### src/rtl/io_map_pkg.sv
// I/O window map shared by the load/store controller's decode and io_responder.
package io_map_pkg;

  // Base of the memory-mapped I/O window; the low 10 bits select the register.
  localparam logic [31:0] IO_BASE = 32'hFFFFFC00;

  // Byte offsets of the board registers inside the window.
  localparam logic [9:0] IO_SW      = 10'h000;
  localparam logic [9:0] IO_LED     = 10'h004;
  localparam logic [9:0] IO_BTN_EVT = 10'h008;
  localparam logic [9:0] IO_TIMER   = 10'h00C;
  localparam logic [9:0] IO_SEG     = 10'h010;

  // Word index of an offset; byte lanes are not decoded.
  function automatic logic [7:0] io_word(input logic [9:0] offset);
    return offset[9:2];
  endfunction

  // True when a full address falls inside the I/O window.
  function automatic logic io_hit(input logic [31:0] addr);
    return addr[31:10] == IO_BASE[31:10];
  endfunction

endpackage

### src/rtl/io_debounce.sv
// Two-flop synchronizer followed by a per-bit debounce down-counter.
// A bit's level flips only after DEB_CYCLES consecutive mismatching samples.
module io_debounce
  import io_map_pkg::*;
#(
  parameter int WIDTH      = 1,
  parameter int DEB_CYCLES = 1
) (
  input  logic             clk_i,
  input  logic             rst_n_i,
  input  logic [WIDTH-1:0] raw_i,
  output logic [WIDTH-1:0] level_o
);

  localparam int CW = (DEB_CYCLES > 1) ? $clog2(DEB_CYCLES) : 1;
  localparam logic [CW-1:0] RELOAD = CW'(DEB_CYCLES - 1);

  logic [WIDTH-1:0] sync1_q, sync2_q;
  logic [WIDTH-1:0] level_q, level_d;
  logic [CW-1:0]    remain_q [WIDTH];
  logic [CW-1:0]    remain_d [WIDTH];

  // Synchronizer chain for the asynchronous raw inputs.
  always_ff @(posedge clk_i or negedge rst_n_i) begin
    if (!rst_n_i) begin
      sync1_q <= '0;
      sync2_q <= '0;
    end else begin
      sync1_q <= raw_i;
      sync2_q <= sync1_q;
    end
  end

  // Count remaining mismatches; any agreeing sample reloads the count.
  always_comb begin
    level_d = level_q;
    for (int i = 0; i < WIDTH; i++) begin
      remain_d[i] = remain_q[i];
      if (sync2_q[i] == level_q[i]) begin
        remain_d[i] = RELOAD;
      end else if (remain_q[i] == '0) begin
        level_d[i]  = ~level_q[i];
        remain_d[i] = RELOAD;
      end else begin
        remain_d[i] = remain_q[i] - CW'(1);
      end
    end
  end

  // Debounced level and counter registers.
  always_ff @(posedge clk_i or negedge rst_n_i) begin
    if (!rst_n_i) begin
      level_q <= '0;
      for (int i = 0; i < WIDTH; i++) remain_q[i] <= RELOAD;
    end else begin
      level_q <= level_d;
      for (int i = 0; i < WIDTH; i++) remain_q[i] <= remain_d[i];
    end
  end

  assign level_o = level_q;

endmodule

### src/rtl/io_responder.sv
// Memory-mapped I/O responder: switches, LEDs, button events, tick timer
// and seven-segment value. Reads return registered one cycle after the strobe.
module io_responder
  import io_map_pkg::*;
#(
  parameter int SW_W        = 16,
  parameter int LED_W       = 16,
  parameter int BTN_W       = 5,
  parameter int DEB_CYCLES  = 20000,
  parameter int TICK_CYCLES = 10000
) (
  input  logic             clk_i,
  input  logic             rst_n_i,
  input  logic             io_read_i,
  input  logic             io_write_i,
  input  logic [9:0]       addr_i,
  input  logic [31:0]      wdata_i,
  output logic [31:0]      rdata_o,
  output logic             rvalid_o,
  input  logic [SW_W-1:0]  sw_i,
  input  logic [BTN_W-1:0] btn_i,
  output logic [LED_W-1:0] led_o,
  output logic [31:0]      seg_val_o
);

  localparam int PW = (TICK_CYCLES > 1) ? $clog2(TICK_CYCLES) : 1;
  localparam logic [PW-1:0] PRESC_LAST = PW'(TICK_CYCLES - 1);

  logic [7:0]       word;
  logic             unused_addr_lsb;
  logic [SW_W-1:0]  sw_deb;
  logic [BTN_W-1:0] btn_deb, btn_prev_q, btn_rise;
  logic [BTN_W-1:0] evt_q, evt_d;
  logic [LED_W-1:0] led_q, led_d;
  logic [31:0]      seg_q, seg_d;
  logic [31:0]      timer_q, timer_d;
  logic [PW-1:0]    presc_q, presc_d;
  logic [31:0]      rd_word;
  logic [31:0]      rdata_q, rdata_d;
  logic             rvalid_q;
  logic             wr_led, wr_seg, wr_timer, rd_btn;

  // Byte lane bits are deliberately not decoded: sub-word stores act as word writes.
  assign word            = addr_i[9:2];
  assign unused_addr_lsb = &{1'b0, addr_i[1:0]};

  assign wr_led   = io_write_i && (word == io_word(IO_LED));
  assign wr_seg   = io_write_i && (word == io_word(IO_SEG));
  assign wr_timer = io_write_i && (word == io_word(IO_TIMER));
  assign rd_btn   = io_read_i  && (word == io_word(IO_BTN_EVT));

  io_debounce #(.WIDTH(SW_W), .DEB_CYCLES(DEB_CYCLES)) u_sw_deb (
    .clk_i   (clk_i),
    .rst_n_i (rst_n_i),
    .raw_i   (sw_i),
    .level_o (sw_deb)
  );

  io_debounce #(.WIDTH(BTN_W), .DEB_CYCLES(DEB_CYCLES)) u_btn_deb (
    .clk_i   (clk_i),
    .rst_n_i (rst_n_i),
    .raw_i   (btn_i),
    .level_o (btn_deb)
  );

  // Read mux over the pre-edge register contents.
  always_comb begin
    rd_word = '0;
    case (word)
      io_word(IO_SW):      rd_word = 32'(sw_deb);
      io_word(IO_LED):     rd_word = 32'(led_q);
      io_word(IO_BTN_EVT): rd_word = 32'(evt_q);
      io_word(IO_TIMER):   rd_word = timer_q;
      io_word(IO_SEG):     rd_word = seg_q;
      default:             rd_word = '0;
    endcase
  end

  // Next-state for read data, button events and writable registers.
  always_comb begin
    rdata_d  = io_read_i ? rd_word : rdata_q;
    btn_rise = btn_deb & ~btn_prev_q;
    // A rising edge in the same cycle as the clearing read survives the clear.
    evt_d    = (rd_btn ? '0 : evt_q) | btn_rise;
    led_d    = wr_led ? wdata_i[LED_W-1:0] : led_q;
    seg_d    = wr_seg ? wdata_i : seg_q;
  end

  // Timer: prescaler wrap advances TIMER; a write reloads both and wins.
  always_comb begin
    timer_d = timer_q;
    presc_d = presc_q;
    if (wr_timer) begin
      timer_d = wdata_i;
      presc_d = '0;
    end else if (presc_q == PRESC_LAST) begin
      presc_d = '0;
      timer_d = timer_q + 32'd1;
    end else begin
      presc_d = presc_q + PW'(1);
    end
  end

  // State registers.
  always_ff @(posedge clk_i or negedge rst_n_i) begin
    if (!rst_n_i) begin
      rdata_q    <= '0;
      rvalid_q   <= 1'b0;
      btn_prev_q <= '0;
      evt_q      <= '0;
      led_q      <= '0;
      seg_q      <= '0;
      timer_q    <= '0;
      presc_q    <= '0;
    end else begin
      rdata_q    <= rdata_d;
      rvalid_q   <= io_read_i;
      btn_prev_q <= btn_deb;
      evt_q      <= evt_d;
      led_q      <= led_d;
      seg_q      <= seg_d;
      timer_q    <= timer_d;
      presc_q    <= presc_d;
    end
  end

  assign rdata_o   = rdata_q;
  assign rvalid_o  = rvalid_q;
  assign led_o     = led_q;
  assign seg_val_o = seg_q;

endmodule

### config.mk
export PLATFORM = sky130hd
export DESIGN_NAME = io_responder
export DESIGN_NICKNAME = d
export VERILOG_FILES = /design/src/rtl/io_map_pkg.sv /design/src/rtl/io_debounce.sv /design/src/rtl/io_responder.sv
export SDC_FILE = /design/constraint.sdc
export NUM_CORES = 1
export LEC_CHECK = 0
export BUFFER_PORTS_ARGS = -buffer_cell sky130_fd_sc_hd__buf_2
export CORE_MARGIN = 8
export CORE_UTILIZATION = 50
export CTS_BUF_LIST = sky130_fd_sc_hd__clkbuf_16
export CTS_CLUSTER_SIZE = 25
export DETAILED_ROUTE_END_ITERATION = 10
export PLACE_DENSITY = 0.68
export SYNTH_ARGS = -nofsm -noshare
export SYNTH_HDL_FRONTEND = slang
export SYNTH_SLANG_ARGS = --single-unit
export TNS_END_PERCENT = 20
### constraint.sdc
create_clock -name clk_i -period 3.4 [get_ports clk_i]
set_input_delay 0 -clock clk_i [delete_from_list [all_inputs] [get_ports clk_i]]
set_output_delay 0 -clock clk_i [all_outputs]
set_load 0.02 [all_outputs]
# After elaboration in Yosys (flattened, before gate mapping)
# Cells that the tools add are included.
dict set report totals {
  register_bits 515
  mem_bits_rw 0
  latch_bits 0
  output_inout_bits 81
  rom_bits 0
  input_bits 67
  elab_cells 244
  mem_count 0
}
dict set report op_classes {
  bitwise_logic 45
  addsub 23
  eq_ne 26
  shift 0
  n_reduce_logical 48
  magnitude_cmp 0
  div 0
  n_mul 0
  n_mux 48
}
# operator n
set op_table {}
lappend op_table {{$mux 15} 42}
lappend op_table {{$logic_not 15->1} 21}
lappend op_table {{$sub 15x1->15 const B} 21}
lappend op_table {{$pmux 32 s5} 1}
lappend op_table {{$mux 32} 2}
lappend op_table {{$not 1->1} 42}
lappend op_table {{$reduce_and 2->1} 21}
lappend op_table {{$add 32x1->32 const B} 1}
lappend op_table {{$mux 14} 2}
lappend op_table {{$eq 1x1->1} 21}
lappend op_table {{$eq 8x2->1 const B} 2}
lappend op_table {{$add 14x1->14 const B} 1}
lappend op_table {{$eq 14x14->1 const B} 1}
lappend op_table {{$eq 8x1->1 const B} 1}
lappend op_table {{$eq 8x3->1 const B} 1}
lappend op_table {{$logic_not 8->1} 1}
lappend op_table {{$and 5x5->5} 1}
lappend op_table {{$mux 5} 1}
lappend op_table {{$not 5->5} 1}
lappend op_table {{$or 5x5->5} 1}
lappend op_table {{$logic_and 1x1->1} 4}
lappend op_table {{$reduce_bool 2->1} 1}

# Longest topological paths before layout
# Gate-level depths: netlist (run 1).
dict set report depth {
  ltp_word 4
  mapped_depth 8
  depth_no_buf 7
}

# Cells and area by module
# Synthesis (run 1) repeated with hierarchy kept, for this count alone.
dict set report unflattened {
  cells_unflattened 2281
  hier_area_um2 24232.0
}
# mod area_each_um2 seq_area_each_um2 instances cells_each
set modules_own_cells {}
lappend modules_own_cells {{io_debounce (u_sw_deb)} 13409.1 7387.1 1 1260}
lappend modules_own_cells {io_responder 6625.1 3428.3 1 622}
lappend modules_own_cells {{io_debounce (u_btn_deb)} 4197.8 2308.5 1 399}

# Least setup slack after synthesis (run 1)
# OpenSTA, ideal clock, no wires.
dict set report synth_path {
  kind {register to register}
  start {reg u_sw_deb.remain_q[150] (netlist bit)}
  end {reg u_sw_deb.level_q[5] (netlist: u_sw_deb.level_o[5])}
  setup_time_ns 0.127
  stages_incl_launch_ff 7
  path_buffers 0
  t_arrival_ns 2.145
  slack_ns 1.128
  period_less_slack_ns 2.272
  required_ns 3.273
  path_cell_list {dfstp_2 inv_1 ha_1 or3b_2 or4_1 or3_4 mux2_1}
}
dict set report synth_between {
  elab_chain_len 2
}
# item line_no
set synth_lines {}
lappend synth_lines {{start, declared} io_debounce.sv:20} ;# logic [CW-1:0] remain_q [WIDTH];
lappend synth_lines {{$logic_not 15->1} io_debounce.sv:41} ;# end else if (remain_q[i] == '0) begin
lappend synth_lines {{$reduce_and 2->1 (no source line)} -}
lappend synth_lines {{end signal, assigned} io_debounce.sv:56} ;# level_q <= level_d;
lappend synth_lines {{end, declared} io_debounce.sv:19} ;# logic [WIDTH-1:0] level_q, level_d;
# Every way passes these cells.
# A chain may end at the register's enable or synchronous reset.

# Worst setup path in the final report (run 1)
dict set report layout_path {
  start {reg u_sw_deb.remain_q[195] (netlist bit)}
  end {reg u_sw_deb.level_q[2] (netlist: u_sw_deb.level_o[2])}
}
# The elaborated chain is that of the path after synthesis.

==> results_dict.tcl, run 1 <==
set metrics [dict create \
    wl_per_cell_um 17.0 \
    cp.arrival_ps 2920 \
    via_per_inst 5.32 \
    crit_family "simple AND/OR/NAND/NOR gates" \
    htree_levels 2 \
    drv_slew 0 \
    antenna_found_initial 5 \
    drv_cap 0 \
    setup_ws_ps 947 \
    syn-mean-instance-area_sq_um 10.8 \
    critPathBufInv 1 \
    coreArea_sq_mm 0.0474 \
    row_count 80 \
    worstHoldStart "sw_i[0]" \
    syn_area_sq_mm 0.0238 \
    firstDrtPassIters 5 \
    grt_overflow 0 \
    syn_to_final_growth_pct 16.3 \
    p_sw_w 0.00318 \
    synth-adder-area-share 0.0231 \
    cts_made_buffers 55 \
    critPathRequiredTime_ps 3870 \
    grt_max_degree 90 \
    io_buffers 145 \
    ys_seq_area_frac 0.551 \
    final_common_cell "dfrtp_1" \
    clkLatencyLatePin_ps 590 \
    routed-via-count 16400 \
    n_fill_cell 3981 \
    fin_util 0.584 \
    dieArea_sq_mm 0.0549 \
    relSlewSlack 0.370 \
    ys.flop_type "dfrtp_1" \
    tightest_slew_ps 932 \
    worstSetupPathType "reg -> reg" \
    synth_top_family_by_area "simple AND/OR/NAND/NOR gates" \
    critPathSlowestCell "or4_1" \
    drc 0 \
    p_clk_frac 0.451 \
    cts_root_buffer "clkbuf_16" \
    grt_use_total 0.195 \
    synthArstFlopShare 1.00 \
    post_cts_buffers 0 \
    status "finished clean" \
    reg2reg_depth 6 \
    cts_resized 0 \
    synth_compound_area_frac 0.0407 \
    synth_cells 2202 \
    gp_congestion 0.824 \
    cts_hold_buffers 58 \
    end_kind "flip-flop" \
    layout_common_cells "326 x dfrtp_1, 283 x nand2_1, 257 x nor2_1" \
    max_freq_mhz 408 \
    pwr-share-seq 0.483 \
    critPathMaxFanout 5 \
    setup_viol 0 \
    clk_path_buf_depth 3 \
    yosysWarnings 0 \
    fin_hold_ws_ps 45.7 \
    dp_slack_ps 933 \
    dpl.hpwl_um 36000 \
    grt_pass1_wl_um 87100 \
    hold_class "in -> reg" \
    hold_depth 2 \
    rr_endpoint "u_sw_deb.level_o[2]$_DFFE_PN0P_" \
    ys_types 57 \
    cts_tree "done" \
    finalCritPeriodShare 0.722 \
    clock_sinks 515 \
    synthMuxAreaShare 0.0426 \
    start_util 0.502 \
    path_cells "inv_1 > ha_1 > or3b_2 > or4_1 > or3_4 > mux2_1" \
    period_minus_slack_ps 2450 \
    layout-drive-gt1-share 0.241 \
    p_leak_nw 11.8 \
    start_kind "flip-flop" \
    synthSimpleGateAreaFrac 0.200 \
    ant_nets 0 \
    power.internal_w 0.0104 \
    clk_pin_slew_ps 60 \
    synth_edf_count 0 \
    grt_pass1_vias 17100 \
    drt_wl_total_um 52600 \
    peakVddDrop_uv 383 \
    swShare 0.234 \
    ios 148 \
    grt_setup_unrepaired "no" \
    power_frac_comb 0.066 \
    ys_seq_elements 515 \
    p_per_area_mw_per_mm2 490 \
    r2r_slack_ps 950 \
    fin_skew_ps 8.68 \
    die_h_um 234 \
    fin_tns_setup_ps 0 \
    hold_end "u_sw_deb.sync1_q[0]$_DFF_PN0_" \
    critPathMaxStageDelay_ps 490 \
    hold_viol 0 \
    synth_xor_area_frac 0.114 \
    synth_fp_nets 2313 \
    die_w_um 234 \
    regToRegStartpoint "u_sw_deb.remain_q[195]$_DFF_PN1_" \
    dr.first_iter.drc_count 1032 \
    nNetsFinal 2536 \
]
-- power by group through the flow --
stage | Combinational, W | Sequential, W | Clock [W]
after floorplan | 0.000472 | 0.00664 | 0
after global placement | 0.000818 | 0.00664 | 0
after detailed placement | 0.000835 | 0.00665 | 0
after CTS | 0.000916 | 0.00655 | 0.00630
after global routing | 0.00101 | 0.00658 | 0.00653
final | 0.000900 | 0.00655 | 0.00613
-- sequential cells by signal, summed over array words and instances, names as in the netlist, 16 cells and up --
| register | flops |
|---|---|
| u_sw_deb.level_o | 16 |
| u_sw_deb.sync2_q | 16 |
| u_sw_deb.sync1_q | 16 |
| u_sw_deb.remain_q | 240 |
| u_btn_deb.remain_q | 75 |
| rdata_o | 32 |
| timer_q | 32 |
| seg_val_o | 32 |
| led_o | 16 |
-- worst reg2reg max path, stage by stage, from the launching register on --
cell     delay (ps)
dfstp_2         390
inv_1            80
ha_1            190
or3b_2          470
or4_1           490
or3_4           380
mux2_1          340
-- layer usage --
layer / part of all wire / wire length (um) / global-route usage / vias up
met1: 0.44 / 23300 / 0.253 / 8131
met3: 0.049 / 2570 / 0.0380 / 118
li1: - / - / - / 7863
met5: 0.00089 / 47 / 0 / -
met4: 0.037 / 1950 / 0.0809 / 8
met2: 0.47 / 24700 / 0.318 / 296
-- synth_stat cells, types with 15 or more instances --
cell type | number | area [sq um]
a21oi_1 | 54 | 270
inv_1 | 94 | 353
o22ai_1 | 31 | 194
nand2_1 | 284 | 1070
nand2b_1 | 15 | 93.8
dfstp_2 | 189 | 4970
or4_4 | 29 | 327
nor2_1 | 257 | 965
nand3_1 | 28 | 140
or4_1 | 27 | 203
o21ai_0 | 28 | 140
a22oi_1 | 28 | 210
dfrtp_1 | 326 | 8160
nor3_1 | 94 | 470
mux2_2 | 62 | 698
clkbuf_1 | 29 | 109
or3_1 | 38 | 238
xnor2_1 | 213 | 1870
ha_1 | 44 | 551
xor2_1 | 98 | 858
nor4_1 | 41 | 257
-- logic make-up after synthesis --
logic type      count (synthesis)
simple gates                  934
flops                         515
xor+xnor                      311
compound gates                161
buf+inv                       151
mux                            86
fa+ha+maj                      44
-- area by class of cell --
type	count	area [sq um]	share of cell area
diodes	1	2.50	0.0000903
clock buffers	58	1450	0.0524
clock inverters	45	414	0.0149
inverters	94	353	0.0127
multi-input cells	1536	10000	0.362
flip-flops and latches	515	13100	0.474
well taps	615	769	0.0278
repair buffers	223	1560	0.0564
-- through the flow --
| stage | area, sq um | total power [W] | std cells |
|---|---|---|---|
| floorplan | 23800 | 0.00711 | 2202 |
| global placement | 25300 | 0.00746 | 2925 |
| detailed placement | 25300 | 0.00749 | 2925 |
| CTS | 27700 | 0.0138 | 3086 |
| global route | 27700 | 0.0141 | 3086 |
| finish | 27700 | 0.0136 | 3087 |
-- how the worst max path moves through the flow --
stage	endpoint	cells after the start	start
after CTS	u_sw_deb.level_o[2]$_DFFE_PN0P_	6	u_sw_deb.remain_q[195]$_DFF_PN1_
after global placement	seg_val_o[18]$_DFFE_PN0P_	8	addr_i[7]
final	u_sw_deb.level_o[2]$_DFFE_PN0P_	6	u_sw_deb.remain_q[195]$_DFF_PN1_
after floorplan	u_sw_deb.level_o[5]$_DFFE_PN0P_	6	u_sw_deb.remain_q[150]$_DFF_PN1_
after global routing	u_sw_deb.remain_q[13]$_DFF_PN0_	7	u_sw_deb.remain_q[0]$_DFF_PN1_
after detailed placement	seg_val_o[12]$_DFFE_PN0P_	8	addr_i[7]
Note: power is estimated with default switching activity, not from simulation.
==> run 2: changes to the inputs <==
Settings changed: ABC_AREA from default to 1, PLACE_DENSITY 0.68 to 0.67.
Clock period 3.4 ns to 2.35 ns, I/O delays scaled along.
==> run 2 against run 1 <==
  * Utilization rose by 0.96 points
  * Clock power rose by 53%
  * Critical path depth rose by 4
  * Synthesized cell count up 37%
==> results_dict.tcl, run 2 <==
set metrics [dict create \
    status "finished clean" \
    grt_use_total 0.213 \
    critPathMaxFanout 16 \
    clock_sinks 515 \
    wl_per_cell_um 15.1 \
    synth_fp_nets 3134 \
    ys.flop_type "dfrtp_1" \
    synth_edf_count 0 \
    antenna_found_initial 0 \
    routed-via-count 20400 \
    synth_cells 3023 \
    setup_ws_ps 344 \
    yosys-top-cells-count "748 x nand2_1, 508 x nor2_1, 326 x dfrtp_1" \
    synthArstFlopShare 1.00 \
    cts_tree "done" \
    end_kind "flip-flop" \
    cts_root_buffer "clkbuf_16" \
    dp_slack_ps 599 \
    coreArea_sq_mm 0.0501 \
    grt_overflow 0 \
    ys_types 45 \
    cp.arrival_ps 2500 \
    yosysTopAreaCellShare 0.322 \
    diodes 0 \
    clk_path_buf_depth 3 \
    start_kind "input pin" \
    dieArea_sq_mm 0.0582 \
    clkLatencyLatePin_ps 610 \
    yosysWarnings 0 \
    htree_levels 2 \
    peakVddDrop_uv 495 \
    relSlewSlack 0.562 \
    p_leak_nw 14.1 \
    worstSetupPathType "in -> reg" \
    setup_viol 0 \
    layout-drive-gt1-share 0.169 \
    grt_pass1_wl_um 101000 \
    ys_top_cells_by_area "dfrtp_1 32%, dfstp_2 20%, nand2_1 11%" \
    post_dp_cell_area_sq_mm 0.0270 \
    ys_seq_elements 515 \
    ant_nets 0 \
    final_common_cell "nand2_1" \
    cts_made_buffers 56 \
    syn_to_final_growth_pct 17.3 \
    firstDrtPassIters 5 \
    grt_setup_unrepaired "no" \
    start_util 0.506 \
    clk_pin_slew_ps 60 \
    die_w_um 241 \
    n_fill_cell 4457 \
    max_freq_mhz 499 \
    grt_max_degree 70 \
    gp_congestion 0.882 \
    ys_seq_area_frac 0.518 \
    via_per_inst 5.08 \
    post_cts_buffers 0 \
    tightest_slew_ps 654 \
    drc 0 \
    largest-register "u_sw_deb.remain_q" \
    dr.first_iter.drc_count 1412 \
    largestRegisters "u_sw_deb.remain_q (240), u_btn_deb.remain_q (75)" \
    critPathRequiredTime_ps 2840 \
    syn-mean-instance-area_sq_um 8.38 \
    row_count 82 \
    fin_tns_setup_ps 0 \
    period_minus_slack_ps 2010 \
    io_buffers 145 \
    drv_cap 0 \
    fin_skew_ps 27.0 \
    fin_util 0.594 \
    power_w 0.0201 \
    layout_common_cells "748 x nand2_1, 508 x nor2_1, 326 x dfrtp_1" \
    die_h_um 241 \
    dpl.hpwl_um 43500 \
    finalCritPeriodShare 0.854 \
    hold_class "in -> reg" \
    p_per_area_mw_per_mm2 678 \
    stdcell_area_sq_mm 0.0297 \
    drv_slew 0 \
    ios 148 \
    nNetsFinal 3399 \
    grt_pass1_vias 20400 \
    yosysMostFrequentCell "nand2_1" \
    hold_viol 0 \
    syn_area_sq_mm 0.0253 \
    drt_wl_total_um 60700 \
    largest_reg_flops 240 \
    synth_largest_area_cell "dfrtp_1" \
]
## run 2: cell types whose count changed after synthesis, moves of 38 or more
cell     before  now
nand3_1      28  277
inv_1        94  303
nand4_1       9   57
nor3_1       94   25
or3_1        38    0
o21ai_0      28  108
nand2_1     284  748
nor2_1      257  508
mux2_2       62    0
nor4_1       41    0
xnor2_1     213   89
## run 2: kinds of logic (layout without fill, tap and decap cells)
group	Yosys count	after routing	synth area share
xor gates and xnor gates	209	209	0.0722
buffers and inverters	359	672	0.0573
and+or+nand+nor	1715	1715	0.291
DFF	515	515	0.518
adders and majority gates	44	44	0.0217
AOI/OAI and AO/OA	181	181	0.0399
## run 2: critical path, cell delays in order
cell	delay (ps)
dlygate4sd3_1	530
buf_2	130
nand2_2	40
dlygate4sd3_1	620
nor2_8	200
nand3_4	210
inv_1	480
nand2_1	90
o211ai_1	110
nand2_1	60
## run 2: repair_timing
action	in CTS	in global routing
resized for setup	0	0
hold buffers	75	0
endpoints found under the hold margin	477	0
## run 2: area by class of cell
| class | count | area (sq um) | share of cell area |
|---|---|---|---|
| Sequential cell | 515 | 13100 | 0.441 |
| Clock buffer | 58 | 1450 | 0.0488 |
| Clock inverter | 48 | 532 | 0.0179 |
| Multi-Input combinational cell | 2149 | 10800 | 0.362 |
| Tap cell | 672 | 841 | 0.0283 |
| Timing Repair Buffer | 247 | 1810 | 0.0609 |
| Inverter | 319 | 1200 | 0.0403 |
## run 2: where the power goes
group | switching (W) | total [W] | leakage (nW) | internal (W)
clock network | 0.00369 | 0.00937 | 0.985 | 0.00568
registers | 0.000226 | 0.00944 | 6.31 | 0.00922
logic | 0.000875 | 0.00133 | 6.75 | 0.000451
## run 2: stage by stage
stage | std cells | hold WS (ps)
detailed placement | 3827 | 11.2
global route | 4008 | 28.6
floorplan | 3023 | -296
CTS | 4008 | 1.38
finish | 4008 | 27.5
global placement | 3827 | 2.33
## run 2: per-layer routing
| layer | global-route usage | share of wire | up-vias |
|---|---|---|---|
| met2 | 0.338 | 0.45 | 471 |
| li1 | - | - | 10100 |
| met5 | 0 | 0 | - |
| met4 | 0.100 | 0.047 | 0 |
| met1 | 0.280 | 0.44 | 9658 |
| met3 | 0.0392 | 0.058 | 142 |
## run 2: worst paths after layout
| check | slack, ps | cells after the start | from | to |
|---|---|---|---|---|
| max | 340 | 10 | addr_i[2] | timer_q[4]$_DFFE_PN0P_ |
| min | 30 | 2 | sw_i[5] | u_sw_deb.sync1_q[5]$_DFF_PN0_ |
| max reg2reg | 540 | 10 | timer_q[0]$_DFFE_PN0P_ | timer_q[28]$_DFFE_PN0P_ |
| min reg2reg | 350 | 0 | u_sw_deb.sync1_q[4]$_DFF_PN0_ | u_sw_deb.sync2_q[4]$_DFF_PN0_ |
| max in group asynchronous | 1640 | 3 | rst_n_i | u_sw_deb.remain_q[48]$_DFF_PN1_ |
| min in group asynchronous | 230 | 2 | rst_n_i | u_sw_deb.remain_q[109]$_DFF_PN1_ |
